## src/rtl/clk_period_meter_if.sv

```systemverilog
// Bundle between the period meter and whatever consumes its measurements.
// The meter sits on the master side and drives every field except sig_in.
interface clk_period_meter_if #(
    parameter int unsigned CNT_W = 16
);
    logic             sig_in;
    logic             meas_valid;
    logic [CNT_W-1:0] period;
    logic [CNT_W-1:0] high_time;
    logic             locked;
    logic             stalled;

    modport master (
        input  sig_in,
        output meas_valid,
        output period,
        output high_time,
        output locked,
        output stalled
    );

    modport slave (
        output sig_in,
        input  meas_valid,
        input  period,
        input  high_time,
        input  locked,
        input  stalled
    );
endinterface

```

## src/rtl/clk_period_meter.sv

```systemverilog
// Measures the period and high time of a slow strobe in system clock cycles,
// with lock detection on repeated identical measurements and stall detection.
module clk_period_meter #(
    parameter int unsigned CNT_W    = 16,
    parameter int unsigned LOCK_CNT = 4
) (
    input  logic               clk,
    input  logic               rst_n,
    clk_period_meter_if.master bus
);
    localparam int unsigned       MatchW   = $clog2(LOCK_CNT + 1);
    localparam logic [CNT_W-1:0]  CntMax   = '1;
    localparam logic [CNT_W-1:0]  CntOne   = CNT_W'(1);
    localparam logic [MatchW-1:0] MatchMax = MatchW'(LOCK_CNT);

    typedef enum logic [1:0] {StIdle, StMeasHigh, StMeasLow} state_e;

    state_e            state_q, state_d;
    logic              s1_q, s2_q, s3_q;
    logic [CNT_W-1:0]  p_cnt_q, p_cnt_d;
    logic [CNT_W-1:0]  h_cnt_q, h_cnt_d;
    logic [CNT_W-1:0]  period_q, period_d;
    logic [CNT_W-1:0]  high_q, high_d;
    logic [MatchW-1:0] match_q, match_d;
    logic              valid_q, valid_d;
    logic              locked_q, locked_d;
    logic              stalled_q, stalled_d;
    logic              rise, fall, same;

    assign rise = s2_q & ~s3_q;
    assign fall = ~s2_q & s3_q;
    assign same = (p_cnt_q == period_q) && (h_cnt_q == high_q);

    always_comb begin
        state_d   = state_q;
        p_cnt_d   = p_cnt_q;
        h_cnt_d   = h_cnt_q;
        period_d  = period_q;
        high_d    = high_q;
        match_d   = match_q;
        valid_d   = 1'b0;
        locked_d  = locked_q;
        stalled_d = stalled_q;
        unique case (state_q)
            StIdle: begin
                p_cnt_d = '0;
                h_cnt_d = '0;
                if (rise) begin
                    state_d   = StMeasHigh;
                    p_cnt_d   = CntOne;
                    h_cnt_d   = CntOne;
                    stalled_d = 1'b0;
                end
            end
            StMeasHigh: begin
                if (p_cnt_q == CntMax) begin
                    state_d   = StIdle;
                    p_cnt_d   = '0;
                    h_cnt_d   = '0;
                    stalled_d = 1'b1;
                    locked_d  = 1'b0;
                    match_d   = '0;
                end else begin
                    p_cnt_d = p_cnt_q + 1'b1;
                    // High time stops counting on the cycle the fall is seen.
                    if (fall) begin
                        state_d = StMeasLow;
                    end else begin
                        h_cnt_d = h_cnt_q + 1'b1;
                    end
                end
            end
            StMeasLow: begin
                if (rise) begin
                    state_d  = StMeasHigh;
                    valid_d  = 1'b1;
                    period_d = p_cnt_q;
                    high_d   = h_cnt_q;
                    p_cnt_d  = CntOne;
                    h_cnt_d  = CntOne;
                    if (!same) begin
                        match_d = MatchW'(1);
                    end else if (match_q != MatchMax) begin
                        match_d = match_q + 1'b1;
                    end
                    locked_d = (match_d == MatchMax);
                end else if (p_cnt_q == CntMax) begin
                    state_d   = StIdle;
                    p_cnt_d   = '0;
                    h_cnt_d   = '0;
                    stalled_d = 1'b1;
                    locked_d  = 1'b0;
                    match_d   = '0;
                end else begin
                    p_cnt_d = p_cnt_q + 1'b1;
                end
            end
            default: state_d = StIdle;
        endcase
    end

    always_ff @(posedge clk) begin
        if (!rst_n) begin
            state_q   <= StIdle;
            s1_q      <= 1'b0;
            s2_q      <= 1'b0;
            s3_q      <= 1'b0;
            p_cnt_q   <= '0;
            h_cnt_q   <= '0;
            period_q  <= '0;
            high_q    <= '0;
            match_q   <= '0;
            valid_q   <= 1'b0;
            locked_q  <= 1'b0;
            stalled_q <= 1'b0;
        end else begin
            state_q   <= state_d;
            s1_q      <= bus.sig_in;
            s2_q      <= s1_q;
            s3_q      <= s2_q;
            p_cnt_q   <= p_cnt_d;
            h_cnt_q   <= h_cnt_d;
            period_q  <= period_d;
            high_q    <= high_d;
            match_q   <= match_d;
            valid_q   <= valid_d;
            locked_q  <= locked_d;
            stalled_q <= stalled_d;
        end
    end

    assign bus.meas_valid = valid_q;
    assign bus.period     = period_q;
    assign bus.high_time  = high_q;
    assign bus.locked     = locked_q;
    assign bus.stalled    = stalled_q;
endmodule
```

## src/flat_wrapper.sv

```systemverilog
// flat-port wrapper written by rule: the top's interface ports become plain ports
module clk_period_meter_flat 
#(
    parameter int unsigned CNT_W    = 16,
    parameter int unsigned LOCK_CNT = 4
)
  (clk, rst_n, bus_sig_in, bus_meas_valid, bus_period, bus_high_time, bus_locked, bus_stalled);
  clk_period_meter_if #(.CNT_W(CNT_W)) bus_i ();
  input  logic clk;
  input  logic rst_n;
  input wire logic [$bits(bus_i.sig_in)-1:0] bus_sig_in;
  output wire logic [$bits(bus_i.meas_valid)-1:0] bus_meas_valid;
  output wire logic [$bits(bus_i.period)-1:0] bus_period;
  output wire logic [$bits(bus_i.high_time)-1:0] bus_high_time;
  output wire logic [$bits(bus_i.locked)-1:0] bus_locked;
  output wire logic [$bits(bus_i.stalled)-1:0] bus_stalled;
  assign bus_i.sig_in = bus_sig_in;
  assign bus_meas_valid = bus_i.meas_valid;
  assign bus_period = bus_i.period;
  assign bus_high_time = bus_i.high_time;
  assign bus_locked = bus_i.locked;
  assign bus_stalled = bus_i.stalled;
  clk_period_meter #(.CNT_W(CNT_W), .LOCK_CNT(LOCK_CNT)) u_core (.clk(clk), .rst_n(rst_n), .bus(bus_i));
endmodule
```

## config.mk

```make
export PLATFORM = sky130hd
export DESIGN_NAME = clk_period_meter_flat
export DESIGN_NICKNAME = d
export VERILOG_FILES = /design/src/rtl/clk_period_meter_if.sv /design/src/rtl/clk_period_meter.sv /design/src/flat_wrapper.sv
export SDC_FILE = /design/constraint.sdc
export NUM_CORES = 1
export LEC_CHECK = 0
export ABC_AREA = 1
export CAP_MARGIN = 10
export CELL_PAD_IN_SITES_DETAIL_PLACEMENT = 1
export CELL_PAD_IN_SITES_GLOBAL_PLACEMENT = 1
export CORE_MARGIN = 4
export CORE_UTILIZATION = 44
export CTS_BUF_LIST = sky130_fd_sc_hd__clkbuf_8 sky130_fd_sc_hd__clkbuf_16
export DETAILED_ROUTE_END_ITERATION = 16
export PLACE_DENSITY_LB_ADDON = 0.1
export SKIP_LAST_GASP = 1
export SYNTH_ARGS = -nofsm -noshare
export SYNTH_HDL_FRONTEND = slang
export SYNTH_SLANG_ARGS = --single-unit
export TNS_END_PERCENT = 20
```

## constraint.sdc

```tcl
create_clock -name clk -period 5.2 [get_ports clk]
set_input_delay 0.78 -clock clk [delete_from_list [all_inputs] [get_ports clk]]
set_output_delay 0.78 -clock clk [all_outputs]
set_load 0.05 [all_outputs]
```

==> Word-level counts from Yosys, hierarchy flattened <==
Index checks and enable logic that the tools add are counted.
{ "word_totals": {"in_bits": 3, "regBits": 75, "word_cells": 70} }
{ "op_classes": {"bitwise": 4, "mux": 30, "n_eq_ne": 12, "n_reduce_logical": 9, "addsub": 3} }
{ "op_table": {"columns": ["operator", "n"], "rows": [
  ["$mux 16", 6],
  ["$pmux 16 s3", 2],
  ["$add 16x1->16 const B", 2],
  ["$eq 16x16->1", 2],
  ["$mux 3", 6],
  ["$eq 16x16->1 const B", 1],
  ["$mux 2", 5],
  ["$reduce_and 3->1", 3],
  ["$mux 1", 7],
  ["$ne 3x1->1 const B", 2],
  ["$ne 3x3->1 const B", 2],
  ["$pmux 2 s3", 1],
  ["$pmux 3 s2", 1],
  ["$reduce_and 2->1", 2],
  ["$add 3x1->3 const B", 1],
  ["$eq 3x3->1 const B", 1],
  ["$pmux 1 s3", 1],
  ["$reduce_bool 3->1", 1],
  ["$and 1x1->1", 2],
  ["$eq 2x1->1 const B", 1],
  ["$eq 2x2->1 const B", 1],
  ["$logic_not 2->1", 1],
  ["$ne 2x1->1 const B", 1],
  ["$ne 2x2->1 const B", 1],
  ["4 further kinds", 5]
]} }

==> Longest topological paths before layout <==
Gate-level depths: netlist of run 1.
{ "depth": {"depth_word": 8, "mapped_depth": 12, "depth_no_buf": 12} }

==> Worst setup path before layout of run 1 <==
Ideal clock, no wire load.
{ "synth_path": {"path_type": "flip-flop to flip-flop", "startpoint": "reg u_core.p_cnt_q[0]", "endpoint": "reg u_core.h_cnt_q[8]", "path_stages_with_launch": 12, "setup_ns": 0.142, "t_arrival_ns": 1.651, "slack_ns": 3.407, "cell_sequence": "dfxtp_1 > ha_1 > nand2_2 > nor2_2 > nand2_2 > nor2_8 > nor2_2 > nand2_2 > nand3_2 > buf_2 > nand2_1 > a21oi_2"} }
{ "synth_via": {"elab_chain_cells": 3, "word_cells_on_any_way": 6, "cone_classes": "eq/ne (3); mux (2); reduce/logical (1)"} }
{ "synth_rtl": {"columns": ["item", "line_no", "source"], "rows": [
  ["from (decl)", "clk_period_meter.sv:20", "logic [CNT_W-1:0] p_cnt_q, p_cnt_d;"],
  ["from (signal assigned)", "clk_period_meter.sv:121", "p_cnt_q <= p_cnt_d;"],
  ["$eq 16x16->1 (*)", "clk_period_meter.sv:56, clk_period_meter.sv:87", null],
  ["$ne 3x1->1 (no source line), or another cell as far along", null, null],
  ["$reduce_and 3->1 (no source line) / $pmux 16 s3 (equally long branches)", null, null],
  ["to (signal assigned)", "clk_period_meter.sv:122", "h_cnt_q <= h_cnt_d;"],
  ["to (decl)", "clk_period_meter.sv:21", "logic [CNT_W-1:0] h_cnt_q, h_cnt_d;"]
]} }
Every way passes the cells marked *; elsewhere a longest branch is shown, timed or not.
A chain may end at the register's enable or synchronous reset.

==> Worst setup path in the final report of run 1 <==
{ "layout_path": {"startpoint": "reg u_core.state_q[0]", "endpoint": "reg u_core.p_cnt_q[15]"} }
{ "layout_via": {"elab_chain_cells": 2, "word_cells_on_any_way": 5, "cone_classes": "eq/ne (2); mux (1); reduce/logical (2)"} }
{ "layout_rtl": {"columns": ["item", "line_no", "source"], "rows": [
  ["from (decl)", "clk_period_meter.sv:18", "state_e state_q, state_d;"],
  ["from (signal assigned)", "clk_period_meter.sv:104", "state_q <= StIdle;"],
  ["from (signal assigned)", "clk_period_meter.sv:117", "state_q <= state_d;"],
  ["$eq 2x2->1, or another cell as far along", "clk_period_meter.sv:44", "unique case (state_q)"],
  ["$pmux 16 s3 / $reduce_bool 3->1 (equally long branches)", null, null]
]} }
Parallel ways exist; a longest one is shown, timed or not.

==> flow_summary.ini, run 1 <==
[worst_setup_path]
crit_chain = ha_1 -> inv_1 -> nand2_1 -> nor2_1 -> o21ai_0 -> a21oi_1
cp.required_ns = 5.50
cpMaxStageDelayCell = nor2_1
cp.arrival_ns = 2.72
start_kind = flop
crit_family = simple AND/OR/NAND/NOR gates
crit_buf_inv = 1
path_max_fanout = 19
cp-end-kind = flop
worst_path_largest_cell_delay_ns = 0.78
crit_type = flop to flop

[die]
die_h_microns = 107
start_util_pct = 44.9
dieArea_sq_um = 11500
die_w_microns = 107
pin_count = 38
rows = 36
fp.coreArea_sq_um = 9680

[route]
finalWirelength_microns = 12300
wl_per_cell_microns = 14.7
drc_errors = 0
via_per_inst = 5.09
drtIter0Drc = 149
final_antenna_net_count = 0
firstDrtPassIters = 4
vias = 4244

[timing]
relSlewSlack_pct = 33.7
worst_pin_slew_ns = 0.990
fmax_ghz = 0.413
finalCriticalPeriod_ns = 2.42
tns_ns = 0
hold_violations = 0
rsz0062_at_grt = false
setup_viol = 0
drv_slew = 0
fin_crit_sh_pct = 46.6
clock_skew_ns = 0.00985

[placed_design]
port_buffers = 37
place.gp.congestion = 0.811
dp_hpwl_microns = 8690
placed_area_sq_um = 4810

[finish]
synthToLayoutAreaGrowth_pct = 14.5
multiInputGateArea_sq_um = 2390
drive_above_1_share_pct = 8.99
seq_area_sq_um = 1500
final_nets = 710
nFillCells = 1343
fin_area_sq_um = 4980
fin_util_pct = 51.4
n_antenna_cell = 0

[min_path]
hold_class = flop to flop

[yosys]
yosys_warnings = 0
yosysSeqAreaShare_pct = 34.6
avgSynthCellArea_sq_um = 6.50
syn_inst = 669
ys_ff_latch = 75
synth_fp_nets = 681
ys_types = 30
netlist_area_sq_um = 4350

[clock_tree]
clockBufferDepth = 2
clk_latency_ns = 0.36
holdBufCountCts = 0
clk_pin_slew_ns = 0.08
cts-resized-gates = 0
htreeDepth = 3
cts_setup_buffers = 0
clock_sink_count = 75
cts_tree = done
cts_buffers = 9
cts-root-buf = clkbuf_8

[power]
power_density_nw_per_um2 = 295
peakVddDrop_uv = 110
power_leakage_nw = 2.03

[job]
max_cap_violations = 0

[global_routing]
overflow = 0
grt_pass1_wl_microns = 20800
grt_pass1_vias = 4419
grt_start_max_net_pins = 69
antenna_found_initial = 0
grt_usage_pct = 22.5

[status]
outcome = complete, no violations
[state kept, by name (all words and copies together), names as in the netlist]
name                   cells
u_core.bus.meas_valid      1
u_core.bus.high_time      16
u_core.h_cnt_q            16
u_core.bus.locked          1
u_core.bus.period         16
u_core.s3_q                1
u_core.bus.stalled         1
u_core.s2_q                1
u_core.s1_q                1
u_core.p_cnt_q            16
u_core.state_q             2
u_core.match_q             3
[layout make-up]
cell class,instances,share of cell area [%]
Timing Repair Buffer,40,7.90
Clock buffer,11,3.04
Inverter,95,7.17
Tap cell,133,3.34
Sequential cell,75,30.2
Clock inverter,3,0.302
Multi-Input combinational cell,477,48.1
[power breakdown]
part           switching [mW]  total (mW)  internal (mW)  leakage [nW]
logic                   0.298       0.418          0.120          1.33
registers              0.0322       0.637          0.604         0.606
clock network           0.223       0.415          0.192        0.0908
total                   0.553        1.47          0.917          2.03
[final timing paths]
check                          from                 end  slack [ns]  depth (start not counted)
hold reg to reg         u_core.s1_q         u_core.s2_q        0.42                          2
hold / removal          u_core.s1_q         u_core.s2_q        0.42                          2
setup / recovery  u_core.state_q[0]  u_core.p_cnt_q[15]        2.78                          6
setup reg to reg  u_core.state_q[0]  u_core.p_cnt_q[15]        2.78                          6
[cell usage in the layout, fill, tap and decap left out, types with 2 or more instances in the layout]
cell type and n:
a21oi_1 56, a21oi_2 10, buf_4 3, clkbuf_8 11, clkdlybuf4s50_1 37, clkinv_2 3
dfxtp_1 75, ha_1 9, inv_1 90, inv_2 5, nand2_1 199, nand2_2 16
nand2_4 2, nand3_1 19, nand3_2 2, nand4_1 9, nor2_1 55, nor2_2 3
nor2_4 2, nor2_8 2, nor3_1 16, nor3_2 2, nor3_4 2, o21ai_0 48
xnor2_1 3, xor2_1 18
[synth_stat cells, drive strengths merged]
cell | instances | area, sq um
o21ai | 48 | 240
nand3 | 21 | 115
inv | 95 | 357
xor2 | 18 | 158
nor3 | 20 | 133
nor2 | 62 | 280
clkbuf | 17 | 63.8
nand2 | 217 | 870
dfxtp | 75 | 1500
o211ai | 1 | 7.51
a31oi | 1 | 6.26
buf | 5 | 38.8
ha | 9 | 113
nand4 | 9 | 56.3
a21oi | 66 | 368
xnor2 | 3 | 26.3
nor4 | 1 | 6.26
and2 | 1 | 6.26
[through the flow]
stage | hold WS (ns) | total power, mW | worst slack (ns) | std cells
CTS | 0.428 | 1.48 | 2.71 | 834
finish | 0.424 | 1.47 | 2.78 | 834
floorplan | 0.390 | 0.952 | 3.41 | 669
global placement | 0.396 | 1.05 | 2.85 | 820
global route | 0.461 | 1.55 | 2.54 | 834
detailed placement | 0.410 | 1.07 | 2.74 | 820
[cell families after synthesis]
logic type,Yosys count,share of synthesized area [%]
xor+xnor,21,4.23
simple gates,331,33.7
buf+inv,117,10.6
fa+ha+maj,9,2.59
compound gates,116,14.3
flops,75,34.6
[worst min-delay path: stages, from the launching register on]
cell,delay (ns)
dfxtp_1,0.32
nand2_1,0.05
inv_1,0.04
[per-layer routing]
metal / wire length (microns) / track usage, % / vias to the layer above
met5: 0 / 0 / -
met4: 266 / 8.93 / 0
met3: 261 / 2.88 / 22
met2: 6390 / 42.2 / 41
met1: 5370 / 25.6 / 2031
li1: - / - / 2150
(Power assumes the default switching activity.)
==> run 2, diff against run 1 <==
Settings changed: CORE_UTILIZATION 44 to 41.
Clock period 5.2 ns to 2.4 ns, I/O delays scaled along.
==> flow_summary.ini, run 2 (synthesis gave the netlist of run 1 again) <==
[global_routing]
antenna_found_initial = 0
grt_pass1_wl_microns = 21000
grt_usage_pct = 20.5
overflow = 0
grt_pass1_vias = 4448
grt_start_max_net_pins = 69

[status]
outcome = complete, no violations

[power]
p_seq_share_pct = 43.3
power_density_nw_per_um2 = 630
power_leakage_nw = 2.07
p_switching_mw = 1.17
power_frac_comb_pct = 28.8
peakVddDrop_uv = 281
total_power_mw = 3.18
switching_share_pct = 36.8
pwr-share-clk_pct = 27.9
intPower_mw = 2.01

[worst_setup_path]
cp.arrival_ns = 2.45
cp.required_ns = 2.65
path_max_fanout = 16
start_kind = flop
crit_type = flop to flop
cp-end-kind = flop

[clock_tree]
clk_pin_slew_ns = 0.08
clk_latency_ns = 0.36
cts_tree = done
cts-root-buf = clkbuf_8
cts_buffers = 9
clockBufferDepth = 2
clock_sink_count = 75
htreeDepth = 3

[placed_design]
port_buffers = 37
dp_hpwl_microns = 9060
place.gp.congestion = 0.852
placed_cells = 831
placed_area_sq_um = 4890

[timing]
fin_crit_sh_pct = 91.5
hold_violations = 0
rsz0062_at_grt = false
drv_slew = 0
clock_skew_ns = 0.0106
finalCriticalPeriod_ns = 2.20
tns_ns = 0
setup_viol = 0
worst_pin_slew_ns = 0.613
relSlewSlack_pct = 59.1
fmax_ghz = 0.455

[finish]
fin_area_sq_um = 5050
synthToLayoutAreaGrowth_pct = 16.3
finalNonFillerCells = 845
final_nets = 718
n_antenna_cell = 0
drive_above_1_share_pct = 10.2
fin_util_pct = 49.0
final_common_cell = nand2_1
layout_common_cells = 199 x nand2_1, 90 x inv_1, 75 x dfxtp_1

[route]
top_layer = met4
dr_wl_met3_microns = 240
finalWirelength_microns = 12200
wl_met1_microns = 5190
via_per_inst = 5.02
final_antenna_net_count = 0
drc_errors = 0
drtIter0Drc = 174
vias = 4241
wl_per_cell_microns = 14.4
firstDrtPassIters = 4
routed-wl-met2_microns = 6500

[die]
die_w_microns = 111
start_util_pct = 42.1
pin_count = 38
dieArea_sq_um = 12300
die_h_microns = 111
rows = 37
fp.coreArea_sq_um = 10300

[min_path]
hold_class = flop to flop

[job]
max_cap_violations = 0
-- run 2: cell count changes in the layout (fill, tap and decap cells not counted), sizes merged --
cell  change
buf       +8
-- run 2: final cells by class --
class | count | area (sq um)
Sequential cell | 75 | 1500
Clock buffer | 11 | 151
Clock inverter | 3 | 15.0
Timing Repair Buffer | 48 | 465
Multi-Input combinational cell | 477 | 2390
Tap cell | 136 | 170
Fill cell | 1405 | 5270
Inverter | 95 | 357
-- run 2: timing repair --
item | 4_1_cts | 5_1_grt
setup buffers | 0 | 0
hold buffers | 0 | 0
endpoints found under the setup margin | 0 | 15
resized for setup | 0 | 1
-- run 2: metrics by stage --
step | setup slack (ns) | hold WS (ns)
global placement | 0.0714 | 0.401
floorplan | 0.607 | 0.390
detailed placement | 0.0607 | 0.419
CTS | 0.0375 | 0.433
finish | 0.204 | 0.429
global route | 0.00498 | 0.475
-- run 2: power groups by stage --
stage / registers [mW] / logic (mW) / clock network [mW]
floorplan: 1.51 / 0.550 / 0
global placement: 1.40 / 0.900 / 0
detailed placement: 1.41 / 0.922 / 0
CTS: 1.38 / 0.926 / 0.915
global route: 1.39 / 1.03 / 0.982
finish: 1.38 / 0.917 / 0.888
-- run 2: critical path, cell delays in order (launching register included) --
cell     delay [ns]
dfxtp_1        0.41
ha_1           0.23
nand2_2        0.10
nor2_2         0.22
nand2_2        0.15
nor2_8         0.22
nor2_2         0.10
nand2_2        0.09
nand3_2        0.30
nand2_1        0.20
a21oi_2        0.07
-- run 2: worst paths after layout --
| kind | end | start | slack [ns] | cells past startpoint |
|---|---|---|---|---|
| setup / recovery | u_core.h_cnt_q[13] | u_core.p_cnt_q[0] | 0.20 | 10 |
| hold / removal | u_core.s2_q | u_core.s1_q | 0.43 | 2 |
| setup reg to reg | u_core.h_cnt_q[13] | u_core.p_cnt_q[0] | 0.20 | 10 |
| hold reg to reg | u_core.s2_q | u_core.s1_q | 0.43 | 2 |
-- run 2: routing by layer --
metal | track usage, % | vias up
met4 | 7.88 | 0
li1 | - | 2161
met2 | 38.5 | 40
met1 | 23.3 | 2023
met5 | 0 | -
met3 | 2.73 | 17
